### src/rtl/mw_power_sequencer.sv
// Microwave cook-cycle sequencer: front-panel edge detection, IDLE/POWER_SET/COOK/PAUSE/DONE
// control, 1 Hz prescaler, power-level duty cycling of the magnetron and end-of-cook beep.
module mw_power_sequencer #(
  parameter int unsigned CLK_HZ    = 100,
  parameter int unsigned BEEP_SECS = 3
) (
  input  logic       clk,
  input  logic       rst,
  input  logic [9:0] keypad,
  input  logic       powern,
  input  logic       startn,
  input  logic       stopn,
  input  logic       door_closed,
  input  logic       timer_zero,
  output logic       sec_tick,
  output logic       timer_run,
  output logic       mag_on,
  output logic [3:0] power_level,
  output logic       beep,
  output logic       busy
);

  localparam int unsigned PRESC_W = (CLK_HZ > 1) ? $clog2(CLK_HZ) : 1;
  localparam int unsigned BEEP_W  = (BEEP_SECS > 0) ? $clog2(BEEP_SECS + 1) : 1;
  localparam int unsigned WIN_W   = 4;
  localparam int unsigned PWR_W   = 4;
  localparam int unsigned KEY_W   = 10;

  localparam logic [PRESC_W-1:0] PRESC_MAX = PRESC_W'(CLK_HZ - 1);
  localparam logic [BEEP_W-1:0]  BEEP_LAST = BEEP_W'(BEEP_SECS - 1);
  localparam logic [WIN_W-1:0]   WIN_MAX   = WIN_W'(9);
  localparam logic [PWR_W-1:0]   PWR_FULL  = PWR_W'(10);

  typedef enum logic [2:0] {
    S_IDLE, S_POWER_SET, S_COOK, S_PAUSE, S_DONE
  } state_e;

  state_e             state_q, state_d;
  logic [PRESC_W-1:0] presc_q, presc_d;
  logic [WIN_W-1:0]   win_q, win_d;
  logic [BEEP_W-1:0]  beep_cnt_q, beep_cnt_d;
  logic [PWR_W-1:0]   power_q, power_d;
  logic               powern_q, startn_q, stopn_q;
  logic [KEY_W-1:0]   keypad_q;
  logic               sec_tick_q, sec_tick_d;
  logic               timer_run_q, timer_run_d;
  logic               mag_q, mag_d;
  logic               beep_q, beep_d;
  logic               busy_q, busy_d;

  logic               power_ev, start_ev, stop_ev, key_ev, presc_wrap;
  logic [PWR_W-1:0]   key_digit, key_level;

  // Button events are falling edges against the registered history.
  assign power_ev   = powern_q & ~powern;
  assign start_ev   = startn_q & ~startn;
  assign stop_ev    = stopn_q & ~stopn;
  assign key_ev     = (keypad_q == '0) && (keypad != '0) &&
                      ((keypad & (keypad - KEY_W'(1))) == '0);
  assign presc_wrap = (presc_q == PRESC_MAX);

  always_comb begin
    key_digit = '0;
    for (int i = 0; i < KEY_W; i++) begin
      if (keypad[i]) key_digit = PWR_W'(i);
    end
    key_level = (key_digit == '0) ? PWR_FULL : key_digit;
  end

  always_comb begin
    state_d = state_q;
    power_d = power_q;
    case (state_q)
      S_IDLE: begin
        if (power_ev) state_d = S_POWER_SET;
        else if (start_ev && !stop_ev && door_closed && !timer_zero) state_d = S_COOK;
      end
      S_POWER_SET: begin
        if (stop_ev) state_d = S_IDLE;
        else if (key_ev) begin
          power_d = key_level;
          state_d = S_IDLE;
        end
      end
      S_COOK: begin
        if (timer_zero) state_d = S_DONE;
        else if (!door_closed || stop_ev) state_d = S_PAUSE;
      end
      S_PAUSE: begin
        if (stop_ev) state_d = S_IDLE;
        else if (start_ev && door_closed) state_d = S_COOK;
      end
      S_DONE: begin
        if (start_ev || stop_ev) state_d = S_IDLE;
        else if (presc_wrap && (beep_cnt_q == BEEP_LAST)) state_d = S_IDLE;
      end
      default: state_d = S_IDLE;
    endcase

    // The prescaler still advances on the cycle COOK is left, so a held count never re-ticks.
    presc_d    = presc_q;
    win_d      = win_q;
    beep_cnt_d = beep_cnt_q;
    if ((state_q == S_COOK) || (state_q == S_DONE))
      presc_d = presc_wrap ? '0 : presc_q + PRESC_W'(1);
    if ((state_q == S_COOK) && presc_wrap)
      win_d = (win_q == WIN_MAX) ? '0 : win_q + WIN_W'(1);
    if ((state_q == S_DONE) && presc_wrap)
      beep_cnt_d = beep_cnt_q + BEEP_W'(1);
    if (state_d == S_IDLE) begin
      presc_d = '0;
      win_d   = '0;
    end
    if ((state_d == S_DONE) && (state_q != S_DONE)) begin
      presc_d    = '0;
      beep_cnt_d = '0;
    end

    sec_tick_d  = (state_d == S_COOK) && (presc_d == PRESC_MAX);
    timer_run_d = (state_d == S_COOK);
    busy_d      = (state_d == S_COOK) || (state_d == S_PAUSE) || (state_d == S_DONE);
    beep_d      = (state_d == S_DONE);
    mag_d       = (state_d == S_COOK) && (win_d < power_d);
  end

  always_ff @(posedge clk or posedge rst) begin
    if (rst) begin
      state_q     <= S_IDLE;
      presc_q     <= '0;
      win_q       <= '0;
      beep_cnt_q  <= '0;
      power_q     <= PWR_FULL;
      powern_q    <= 1'b1;
      startn_q    <= 1'b1;
      stopn_q     <= 1'b1;
      keypad_q    <= '0;
      sec_tick_q  <= 1'b0;
      timer_run_q <= 1'b0;
      mag_q       <= 1'b0;
      beep_q      <= 1'b0;
      busy_q      <= 1'b0;
    end else begin
      state_q     <= state_d;
      presc_q     <= presc_d;
      win_q       <= win_d;
      beep_cnt_q  <= beep_cnt_d;
      power_q     <= power_d;
      powern_q    <= powern;
      startn_q    <= startn;
      stopn_q     <= stopn;
      keypad_q    <= keypad;
      sec_tick_q  <= sec_tick_d;
      timer_run_q <= timer_run_d;
      mag_q       <= mag_d;
      beep_q      <= beep_d;
      busy_q      <= busy_d;
    end
  end

  // Door interlock is combinational so opening the door kills the magnetron immediately.
  assign mag_on      = mag_q & door_closed;
  assign sec_tick    = sec_tick_q;
  assign timer_run   = timer_run_q;
  assign power_level = power_q;
  assign beep        = beep_q;
  assign busy        = busy_q;

endmodule

### config.mk
export PLATFORM = sky130hd
export DESIGN_NAME = mw_power_sequencer
export DESIGN_NICKNAME = d
export VERILOG_FILES = /design/src/rtl/mw_power_sequencer.sv
export SDC_FILE = /design/constraint.sdc
export NUM_CORES = 1
export LEC_CHECK = 0
export CORE_UTILIZATION = 59
export DETAILED_ROUTE_END_ITERATION = 8
export GPL_ROUTABILITY_DRIVEN = 0
export HOLD_SLACK_MARGIN = 0.03
export PLACE_DENSITY = 0.84
export SLEW_MARGIN = 20
export SYNTH_ARGS = -nofsm -noshare
export SYNTH_HDL_FRONTEND = slang
export SYNTH_SLANG_ARGS = --single-unit
### constraint.sdc
create_clock -name clk -period 9.7 [get_ports clk]
set_input_delay 2.425 -clock clk [delete_from_list [all_inputs] [get_ports clk]]
set_output_delay 2.425 -clock clk [all_outputs]
set_load 0.05 [all_outputs]
# Yosys cells after proc, flatten, opt, wreduce, memory -nomap -nowiden
# Index checks and enable logic that the tools add are counted.
[classes] addsub=4 magnitude_cmp=1 eq_ne=12 n_mux=33 n_bitwise=8 n_reduce_logical=27
[ops] cell="2-to-1 mux 4 bit" count=15
[ops] cell="2-to-1 mux 3 bit" count=10
[ops] cell="2-to-1 mux 7 bit" count=4
[ops] cell="logical NOT 10 bit" count=2
[ops] cell="case mux 3 bit (5 select lines)" count=1
[ops] cell="equality test 7 bit (second input constant)" count=2
[ops] cell="equality test 3 x 2 -> 1 bit (second input constant)" count=4
[ops] cell="logical AND 1 bit" count=12
[ops] cell="AND 10 bit" count=1
[ops] cell="nonzero test 10 bit" count=1
[ops] cell="subtractor 10 x 1 -> 10 bit (second input constant)" count=1
[ops] cell="adder 7 x 1 -> 7 bit (second input constant)" count=1
[ops] cell="equality test 3 bit (second input constant)" count=2
[ops] cell="logical NOT 3 bit" count=2
[ops] cell="logical OR 1 bit" count=5
[ops] cell="adder 4 x 1 -> 4 bit (second input constant)" count=1
[ops] cell="AND 1 bit" count=4
[ops] cell="equality test 4 bit (second input constant)" count=1
[ops] cell="logical NOT 4 bit" count=1
[ops] cell="less-than comparator 4 bit" count=1
[ops] cell="2-to-1 mux 2 bit" count=2
[ops] cell="equality test 3 x 1 -> 1 bit (second input constant)" count=1
[ops] cell="logical NOT 1 bit" count=3
[ops] cell="inequality test 3 bit (second input constant)" count=1
[ops] cell="other kinds (5)" count=7
[totals] ff_bits=38 in_bits=17 output_inout_bits=9 word_cells=99

# Logic depth before layout (Yosys ltp)
# Gate-level depths: netlist of the first run.
[logic_depth] word_depth=16 ltp_mapped=13 depth_no_buf=12

# Worst setup path before layout of the first run
# Ideal clock, no wire load.
[synth_path] path_type="input to register" start="in keypad[5]" end="reg mag_q" setup_ns=0.122 arrival_time_ns=5.144 required_time_ns=9.578 slack_ns=4.434 cell_stages=11 n_path_buf=1 cell_sequence="nor4_4 a31oi_1 or3_4 or4_4 buf_6 o41a_1 ha_1 o211a_1 nand3_1 mux2_4 o2111a_1"
[synth_between] elab_chain_cells=12 word_cells_on_any_way=24 classes_between="add/sub: 1; order compare: 1; eq/ne: 1; mux: 13; bitwise: 1; reduce/logical: 7"
[synth_rtl] item="start, declared" line="9" source="input logic [9:0] keypad,"
[synth_rtl] item="parallel branches: the longest is 11 deep, another holds subtractor 10 x 1 -> 10 bit"
[synth_rtl] item="logical AND 1 bit *" line="123" source="mag_d = (state_d == S_COOK) && (win_d < power_d);"
[synth_rtl] item="named net mag_d" line="47" source="logic mag_q, mag_d;"
[synth_rtl] item="end signal, assigned" line="154" source="mag_q <= mag_d;"
[synth_rtl] item="end, declared" line="47"
# Mark *: on every way through the listed nets, which the timed path passes.
# A chain may end at the register's enable or synchronous reset.

# Worst setup path after layout of the first run
[layout_path] start="in door_closed" end="out mag_on"
[layout_between] elab_chain_cells=1
[layout_rtl] item="start, declared" line="13" source="input logic door_closed,"
[layout_rtl] item="AND 1 bit" line="161" source="assign mag_on = mag_q & door_closed;"
[layout_rtl] item="end, declared" line="17" source="output logic mag_on,"
# Every way passes these cells.

==> run metrics, run 1 <==
I/O pin total 26; Setup CP Type in2out; final period demand of the worst path 6.34 ns; CP top delay family buffers and inverters; crit-path most repeated cell clkdlybuf4s50_1; first-pass iteration count of the detailed router 4; Via Count 1633; Psw 104 uW; post-synth top area share 0.407; Iteration-0 DRC Markers 101; total power 337 uW; arrival time worst endpoint 3.92 ns; Synth Flop Type dfrtp_1; Final Max Slew Viols 0; antenna cells 0; crit path cell chain clkdlybuf4s50_1 -> and2_1 -> clkdlybuf4s50_1; Startpoint Class primary input; post-CTS sizing 0; register area share after synthesis 0.471; top-count cell post-synth dfrtp_1; vias in the first global route 1618; combinational share of power 0.213; Max Fclk 158 MHz; slew margin rel. 0.594; synth warn 0; Hold-fix buffers, CTS 0; Slew @ Worst Pin 0.604 ns; Final HPWL DP 2.97 mm; synthesized area 2030 um2; Layout area overhead 16.3%; Core Area 3150 um2; first-pass GRT wire length 6.61 mm; Peak VDD IR 0.0848 mV; crit-path max FO 4; RSZ-0062 raised after global routing false; Sequential Power Share 0.539; Root Buffer clkbuf_4; required time worst endpoint 7.28 ns; number of enable flip-flop cells after synthesis 0; # setup viols final 0; initial antenna violation count 0; switching share of power 0.308; #FFs+latches synth 38; Register Area 957 um2; share of cells above drive strength 1 0.111; largest area contributor in the netlist dfrtp_1; Hold Fails Final Rpt 0; vias per cell 5.87; Die Wd 60.7 um; GRT Util Overall 0.245; Slowest cell on crit path clkdlybuf4s50_1; final net count 255; setup total negative slack 0 ns; Detail Route Antenna Nets 0; wire per inst 14.1 um; clock tree buffer depth 2; Yosys cell types 57; outcome complete, no violations; Clock power frac 0.248; die height 60.7 um; Congestion Overflow GR 0; Critical Path End Type output pin; PD cells 143 nW/um2; Net Count, Synth 228; CTS H-tree depth 2; Synth Area per Inst 9.86 um2; fin crit share 0.654; CTS Buf Count 5; # fillers 249; most area-consuming cells after synthesis dfrtp_1 (41%), dfstp_2 (6.5%), nand3_1 (3.2%), nor2_1 (3.1%), ha_1 (3.1%); worst stage delay on the critical path 0.80 ns; DR DRC count 0; DIE AREA 3680 um2; Synth top cells by count dfrtp_1 (33), nor2_1 (17), nand2_1 (15), inv_1 (13), nand3_1 (13); Clock Sinks 38; Max Cap Viol 0; num rows 20; Initial Utilization 0.644; P_leak 0.00107 uW; Int Pwr 233 uW; buffer count from post-CTS setup fixing 0; clk_skew 0.00217 ns; CTS tree built; ys async rst share 1.00; WP buf/inv 2; clock slew at reported path FFs 0.10 ns; worst hold path type reg2reg; PortBufs 25; Clk Latency, worst-skew pair 0.33 ns; largest net degree at the start of global routing 39; multi-input combinational cell area 983 um2; Cells after Synth 206; final wirelength 3.91 mm
-- cells in the final DEF, fill, tap and decap left out, types with 2 or more instances in the layout --
| cell type | n |
|---|---|
| a21oi_1 | 8 |
| a22oi_1 | 2 |
| and2_1 | 3 |
| and3_1 | 3 |
| clkbuf_4 | 5 |
| clkdlybuf4s50_1 | 25 |
| dfrtp_1 | 33 |
| dfstp_2 | 5 |
| ha_1 | 5 |
| inv_1 | 13 |
| mux2_2 | 3 |
| mux2i_1 | 2 |
| nand2_1 | 15 |
| nand2b_1 | 5 |
| nand3_1 | 13 |
| nand4_1 | 2 |
| nor2_1 | 17 |
| nor2b_1 | 4 |
| nor3_1 | 10 |
| nor4_1 | 3 |
| nor4b_1 | 2 |
| o211a_1 | 2 |
| o21ai_0 | 8 |
| o22ai_1 | 2 |
| o31a_2 | 2 |
| o41a_1 | 2 |
| or2_2 | 2 |
| xnor2_1 | 4 |
| xor2_1 | 4 |
-- per-stage QoR --
stage	util	setup WS (ns)	std cells	hold slack [ns]	area (um2)
2_1_floorplan	-	4.43	206	0.458	2030
3_3_place_gp	0.730	3.37	270	0.478	2300
3_5_place_dp	0.730	3.36	270	0.488	2300
4_1_cts	0.749	3.36	278	0.501	2360
5_1_grt	0.749	3.35	278	0.544	2360
6_report	0.749	3.36	278	0.504	2360
-- power groups by stage --
stage	clock, uW	sequential, uW	combinational [uW]
2_1_floorplan	0	184	47.5
3_3_place_gp	0	184	69.6
3_5_place_dp	0	185	71.7
4_1_cts	86.8	181	71.9
5_1_grt	92.9	184	80.3
6_report	83.5	182	71.6
-- kinds of logic after synthesis --
family          Yosys count  synth area share
simple gates             88             0.237
fa+ha+maj                 5            0.0308
xor+xnor                  8            0.0345
buf+inv                  19            0.0444
mux                       6            0.0339
compound gates           42             0.148
flops                    38             0.471
-- state kept, by name, indices dropped and copies added (netlist names) --
name,cells
mag_q,1
stopn_q,1
beep,1
beep_cnt_q,2
sec_tick,1
presc_q,7
state_q,3
powern_q,1
timer_run,1
busy,1
power_level,4
startn_q,1
keypad_q,10
win_q,4
-- path summary, 6_finish.rpt --
path                       depth (start not counted)     startpoint              to  slack [ns]
min in group asynchronous                          3            rst  power_level[2]        2.50
max                                                3    door_closed          mag_on        3.36
min reg2reg                                        1  beep_cnt_q[0]   beep_cnt_q[0]        0.50
max reg2reg                                       10    keypad_q[4]           mag_q        6.41
max in group asynchronous                          3            rst        startn_q        6.85
min                                                1  beep_cnt_q[0]   beep_cnt_q[0]        0.50
-- worst register-to-register path: cells and delay by family, from the launching register on --
family / cells / cell delay [ns]
DFF: 1 / 0.37
and+or+nand+nor: 5 / 1.50
AOI/OAI and AO/OA: 3 / 0.70
muxes: 1 / 0.28
adders and majority gates: 1 / 0.31
-- layout make-up --
type,count,area share
Clock buffer,7,0.0233
Inverter,13,0.0207
Clock inverter,1,0.00212
Tap cell,44,0.0233
Sequential cell,38,0.405
Multi-Input combinational cell,149,0.416
Timing Repair Buffer,26,0.109
-- per-layer routing --
metal | track usage | part of all wire
met5 | 0 | 0
met1 | 0.269 | 0.43
met3 | 0.0469 | 0.048
met2 | 0.452 | 0.50
met4 | 0.117 | 0.013
No activity file was read; power rests on OpenSTA's default activity.
==> run 2: changes to the inputs <==
- CORE_UTILIZATION: 59 -> 49
- PLACE_DENSITY: 0.84 -> 0.75
- clock period: 9.7 -> 5.7 ns (I/O delays scaled with it)
==> run 2 against run 1 <==
  * First-iteration DRC count increased by 5.9%
  * Total power increased by 85%
  * Register-to-register slack got worse by 4.1 ns
  * Die area increased by 20%
  * Critical endpoint is now mag_q
  * Largest cell class unchanged
  * Largest power group unchanged
==> run metrics, run 2 (synthesis results as in run 1) <==
crit path cell chain clkdlybuf4s50_1 -> nor4_4 -> a31oi_1 -> or3_4 -> or4_4 -> o41a_1 -> ha_1 -> o211a_1 -> nand3_1 -> mux2_4 -> o2111a_1; CP top delay family simple AND/OR/NAND/NOR gates; PD cells 259 nW/um2; Die Wd 66.4 um; RSZ-0062 raised after global routing false; Clock Sinks 38; Cell Count, Final, Fillers Out 284; GRT Util Overall 0.219; Routed met1 length 1.78 mm; Startpoint Class primary input; Critical Path End Type register; Setup CP Type in2reg; arrival time worst endpoint 4.87 ns; P_leak 0.00108 uW; crit-path max FO 8; final period demand of the worst path 4.69 ns; Root Buffer clkbuf_8; Peak VDD IR 0.132 mV; fin crit share 0.822; clock tree buffer depth 2; # setup viols final 0; first-pass iteration count of the detailed router 4; Max Cap Viol 0; WP buf/inv 1; DR DRC count 0; clock slew at reported path FFs 0.08 ns; outcome complete, no violations; Core Area 4000 um2; PortBufs 25; vias in the first global route 1592; final core utilization 0.601; Final HPWL DP 2.93 mm; most common cell after layout, fill and taps aside dfrtp_1; post-CTS sizing 0; die height 66.4 um; most frequent cells in the layout dfrtp_1 (33), clkdlybuf4s50_1 (25), nor2_1 (17); DIE AREA 4410 um2; CTS Buf Count 5; largest register by flop count keypad_q; max reg flops 10; Congestion Overflow GR 0; setup total negative slack 0 ns; Top Registers keypad_q x10, presc_q x7; CTS tree built; Hold-fix buffers, CTS 0; Max Fclk 213 MHz; Detail Route Antenna Nets 0; Clk Latency, worst-skew pair 0.29 ns; Layout area overhead 18.4%; Final Max Slew Viols 0; wire per inst 14.0 um; clk_skew 0.00856 ns; Placed Cells 276; first-pass GRT wire length 7.07 mm; Initial Utilization 0.508; buffer count from post-CTS setup fixing 0; antenna cells 0; Via Count 1618; Hold Fails Final Rpt 0; vias per cell 5.70; CTS H-tree depth 2; metal3 WL 143 um; final wirelength 3.99 mm; Iteration-0 DRC Markers 107; num rows 23; worst hold path type reg2reg; Slew @ Worst Pin 0.574 ns; final net count 255; required time worst endpoint 5.88 ns; Highest Signal Layer met4; met2 wire length 1.95 mm; Slowest cell on crit path or4_4; largest net degree at the start of global routing 39; # fillers 368; slew margin rel. 0.614; I/O pin total 26; worst stage delay on the critical path 0.62 ns; share of cells above drive strength 1 0.115; initial antenna violation count 0
==> run 2: where the power goes <==
| group | total [uW] | switching [uW] | internal, uW |
|---|---|---|---|
| combinational | 121 | 74.3 | 46.4 |
| sequential | 310 | 19.5 | 290 |
| clock | 191 | 94.2 | 97.1 |
| total | 622 | 188 | 434 |
==> run 2: worst paths after layout <==
| path | startpoint | end | slack (ns) | cells after the start |
|---|---|---|---|---|
| max | keypad[4] | mag_q | 1.01 | 11 |
| min | beep_cnt_q[0] | beep_cnt_q[0] | 0.50 | 1 |
| max reg2reg | keypad_q[3] | mag_q | 2.35 | 10 |
| min reg2reg | beep_cnt_q[0] | beep_cnt_q[0] | 0.50 | 1 |
| max in group asynchronous | rst | startn_q | 3.80 | 3 |
| min in group asynchronous | rst | power_level[2] | 1.54 | 3 |
==> run 2: routing by layer <==
layer / vias to the layer above / GRT usage
met2: 36 / 0.365
met3: 11 / 0.0483
li1: 796 / -
met1: 775 / 0.261
met4: 0 / 0.117
met5: - / 0
==> run 2: area by class of cell <==
type	count	area, um2	share of cell area
timing repair buffer	26	258	0.107
tap	50	62.6	0.0260
multi-input combinational	149	983	0.409
sequential	38	957	0.398
clock inverter	2	12.5	0.00520
clock buffer	6	82.6	0.0343
inverter	13	48.8	0.0203
==> run 2: metrics by stage <==
step | power, uW | area (um2) | hold WS [ns] | setup WS, ns
3_3_place_gp | 434 | 2310 | 0.479 | 0.819
4_1_cts | 629 | 2400 | 0.508 | 1.04
6_report | 622 | 2400 | 0.504 | 1.01
2_1_floorplan | 393 | 2030 | 0.458 | 1.43
3_5_place_dp | 436 | 2310 | 0.490 | 0.745
5_1_grt | 662 | 2400 | 0.528 | 0.893
==> run 2: worst reg2reg max path, stage by stage, from the launching register on <==
cell and delay (ns):
dfrtp_1 0.37, nor4_1 0.37, nand3_1 0.12, or3_4 0.39, or4_4 0.62, o41a_1 0.41, ha_1 0.31, o211a_1 0.17
nand3_1 0.08, mux2_4 0.29, o2111a_1 0.13
==> run 3: changes to the inputs <==
- clock period: 5.7 -> 4.03 ns (I/O delays scaled with it)
==> run 3 against run 2 <==
  * Clock skew decreased by 0.0027 ns
  * Design area increased by 9.7%
  * Critical path depth increased by 1
  * Sequential power increased by 41%
  * Cell count increased by 7.4%
  * Wire length increased by 6.4%
  * Non-clock buffer count increased by 21
  * First-iteration DRC count decreased by 29%
  * Worst hold slack got worse by 0.0033 ns
  * Clock power increased by 110%
  * Global-route usage increased by 0.22 points
  * Largest power group unchanged
==> run metrics, run 3 (synthesis results as in run 1) <==
clock slew at reported path FFs 0.07 ns; required time worst endpoint 4.21 ns; worst hold path type reg2reg; # fillers 334; setup total negative slack 0 ns; crit-path most repeated cell nand3_1; vias per cell 5.57; Final Max Slew Viols 0; final period demand of the worst path 3.92 ns; Cell Count, Final, Fillers Out 305; most frequent cells in the layout dfrtp_1 (33), buf_4 (22), clkdlybuf4s50_1 (20); RSZ-0062 raised after global routing false; largest register by flop count keypad_q; pre-CTS setup slack -0.254 ns; max reg flops 10; # setup viols final 0; Setup CP Type in2reg; P_leak 0.00125 uW; Clock Sinks 38; crit path cell chain clkdlybuf4s50_1 -> buf_4 -> a22oi_1 -> nand3_1 -> or3_4 -> or4_4 -> o41a_1 -> ha_1 -> o211a_1 -> nand3_1 -> mux2_4 -> o2111a_1; worst hold slack 0.501 ns; final worst setup slack 0.114 ns; largest net degree at the start of global routing 39; worst r2r src keypad_q[4]; PortBufs 25; slew margin rel. 0.666; Clk Latency, worst-skew pair 0.29 ns; Via Count 1698; DIE AREA 4410 um2; clk_skew 0.00585 ns; clock tree buffer depth 2; crit path from keypad[5]; worst stage delay on the critical path 0.54 ns; Iteration-0 DRC Markers 76; fin crit share 0.972; first-pass GRT wire length 7.18 mm; crit-path max FO 6; Layout area overhead 29.9%; final net count 276; PD cells 388 nW/um2; CP top delay family simple AND/OR/NAND/NOR gates; first-pass iteration count of the detailed router 4; initial antenna violation count 0; DR DRC count 0; die height 66.4 um; WP buf/inv 2; Startpoint Class primary input; Top Registers keypad_q x10, presc_q x7; I/O pin total 26; Global Route met2 Usage 0.392; Final HPWL DP 3.14 mm; grt peak-use layer met2; vias in the first global route 1616; Max Cap Viol 0; Hold Startpoint beep_cnt_q[0]; Core Area 4000 um2; share of cells above drive strength 1 0.200; Slew @ Worst Pin 0.500 ns; Hold-fix buffers, CTS 0; arrival time worst endpoint 4.09 ns; Critical Path End Type register; Slowest cell on crit path or4_4; CTS H-tree depth 2; Detail Route Antenna Nets 0; GRT Util Overall 0.221; Peak VDD IR 0.236 mV; total power 1020 uW; GR Util met1 0.259; num rows 23; most common cell after layout, fill and taps aside dfrtp_1; CTS Buf Count 5; Placed Cells 297; final wirelength 4.25 mm; met3 usage 0.0466; Die Wd 66.4 um; wire per inst 13.9 um; antenna cells 0; Max Fclk 255 MHz; CTS tree built; Hold Fails Final Rpt 0; Root Buffer clkbuf_8; outcome complete, no violations; Congestion Overflow GR 0; Initial Utilization 0.508
==> run 3: changes by cell type in the layout (fill, tap and decap cells not counted), sizes merged <==
| cell | previous run | this run |
|---|---|---|
| clkinvlp | 1 | 0 |
| bufinv | 0 | 2 |
| dlymetal6s2s | 0 | 5 |
| clkinv | 1 | 0 |
| clkdlybuf4s50 | 25 | 20 |
| buf | 1 | 22 |
==> run 3: timing repair <==
| action | in CTS | in global routing |
|---|---|---|
| resized for setup | 0 | 8 |
| endpoints found under the setup margin | 0 | 1 |
| setup buffers | 0 | 0 |
==> run 3: worst reg2reg max path: cells and delay by family (launching register included) <==
kind | cells | cell delay, ns
AOI/OAI and AO/OA | 3 | 0.67
DFF | 1 | 0.36
adders and majority gates | 1 | 0.30
and+or+nand+nor | 5 | 1.45
muxes | 1 | 0.26
==> run 3: metrics by stage <==
step	area [um2]	utilization
after floorplan	2030	-
after global placement	2470	0.617
after detailed placement	2470	0.617
after CTS	2610	0.652
after global routing	2640	0.660
final	2640	0.660
==> run 3: path summary, 6_finish.rpt <==
| check | to | slack, ns | cells after the start |
|---|---|---|---|
| worst max-delay path | mag_q | 0.11 | 12 |
| worst min-delay path | beep_cnt_q[0] | 0.50 | 1 |
| worst max register to register | mag_q | 0.86 | 10 |
| worst min register to register | beep_cnt_q[0] | 0.50 | 1 |
| max in group asynchronous | powern_q | 2.55 | 3 |
| min in group asynchronous | power_level[0] | 1.13 | 3 |
==> run 3: cell type report <==
type,instances,area [um2],share of cell area
tap,50,62.6,0.0237
clock buffer,6,82.6,0.0313
clock inverter,2,60.1,0.0228
inverter,13,48.8,0.0185
sequential,38,957,0.363
timing repair buffer,47,428,0.162
multi-input combinational,149,1000,0.379
==> run 3: per-layer routing <==
| layer | wire length, um | share of wire | up-vias |
|---|---|---|---|
| li1 | - | - | 844 |
| met1 | 1900 | 0.45 | 811 |
| met2 | 2140 | 0.50 | 35 |
| met3 | 126 | 0.030 | 8 |
| met4 | 79 | 0.019 | 0 |
| met5 | 0 | 0 | - |
==> run 3: power by group <==
group	leakage (uW)	internal (uW)	switching (uW)	total, uW
sequential	0.000483	411	27.3	438
combinational	0.000698	78.1	111	189
clock	0.0000714	264	132	396
total	0.00125	753	270	1020
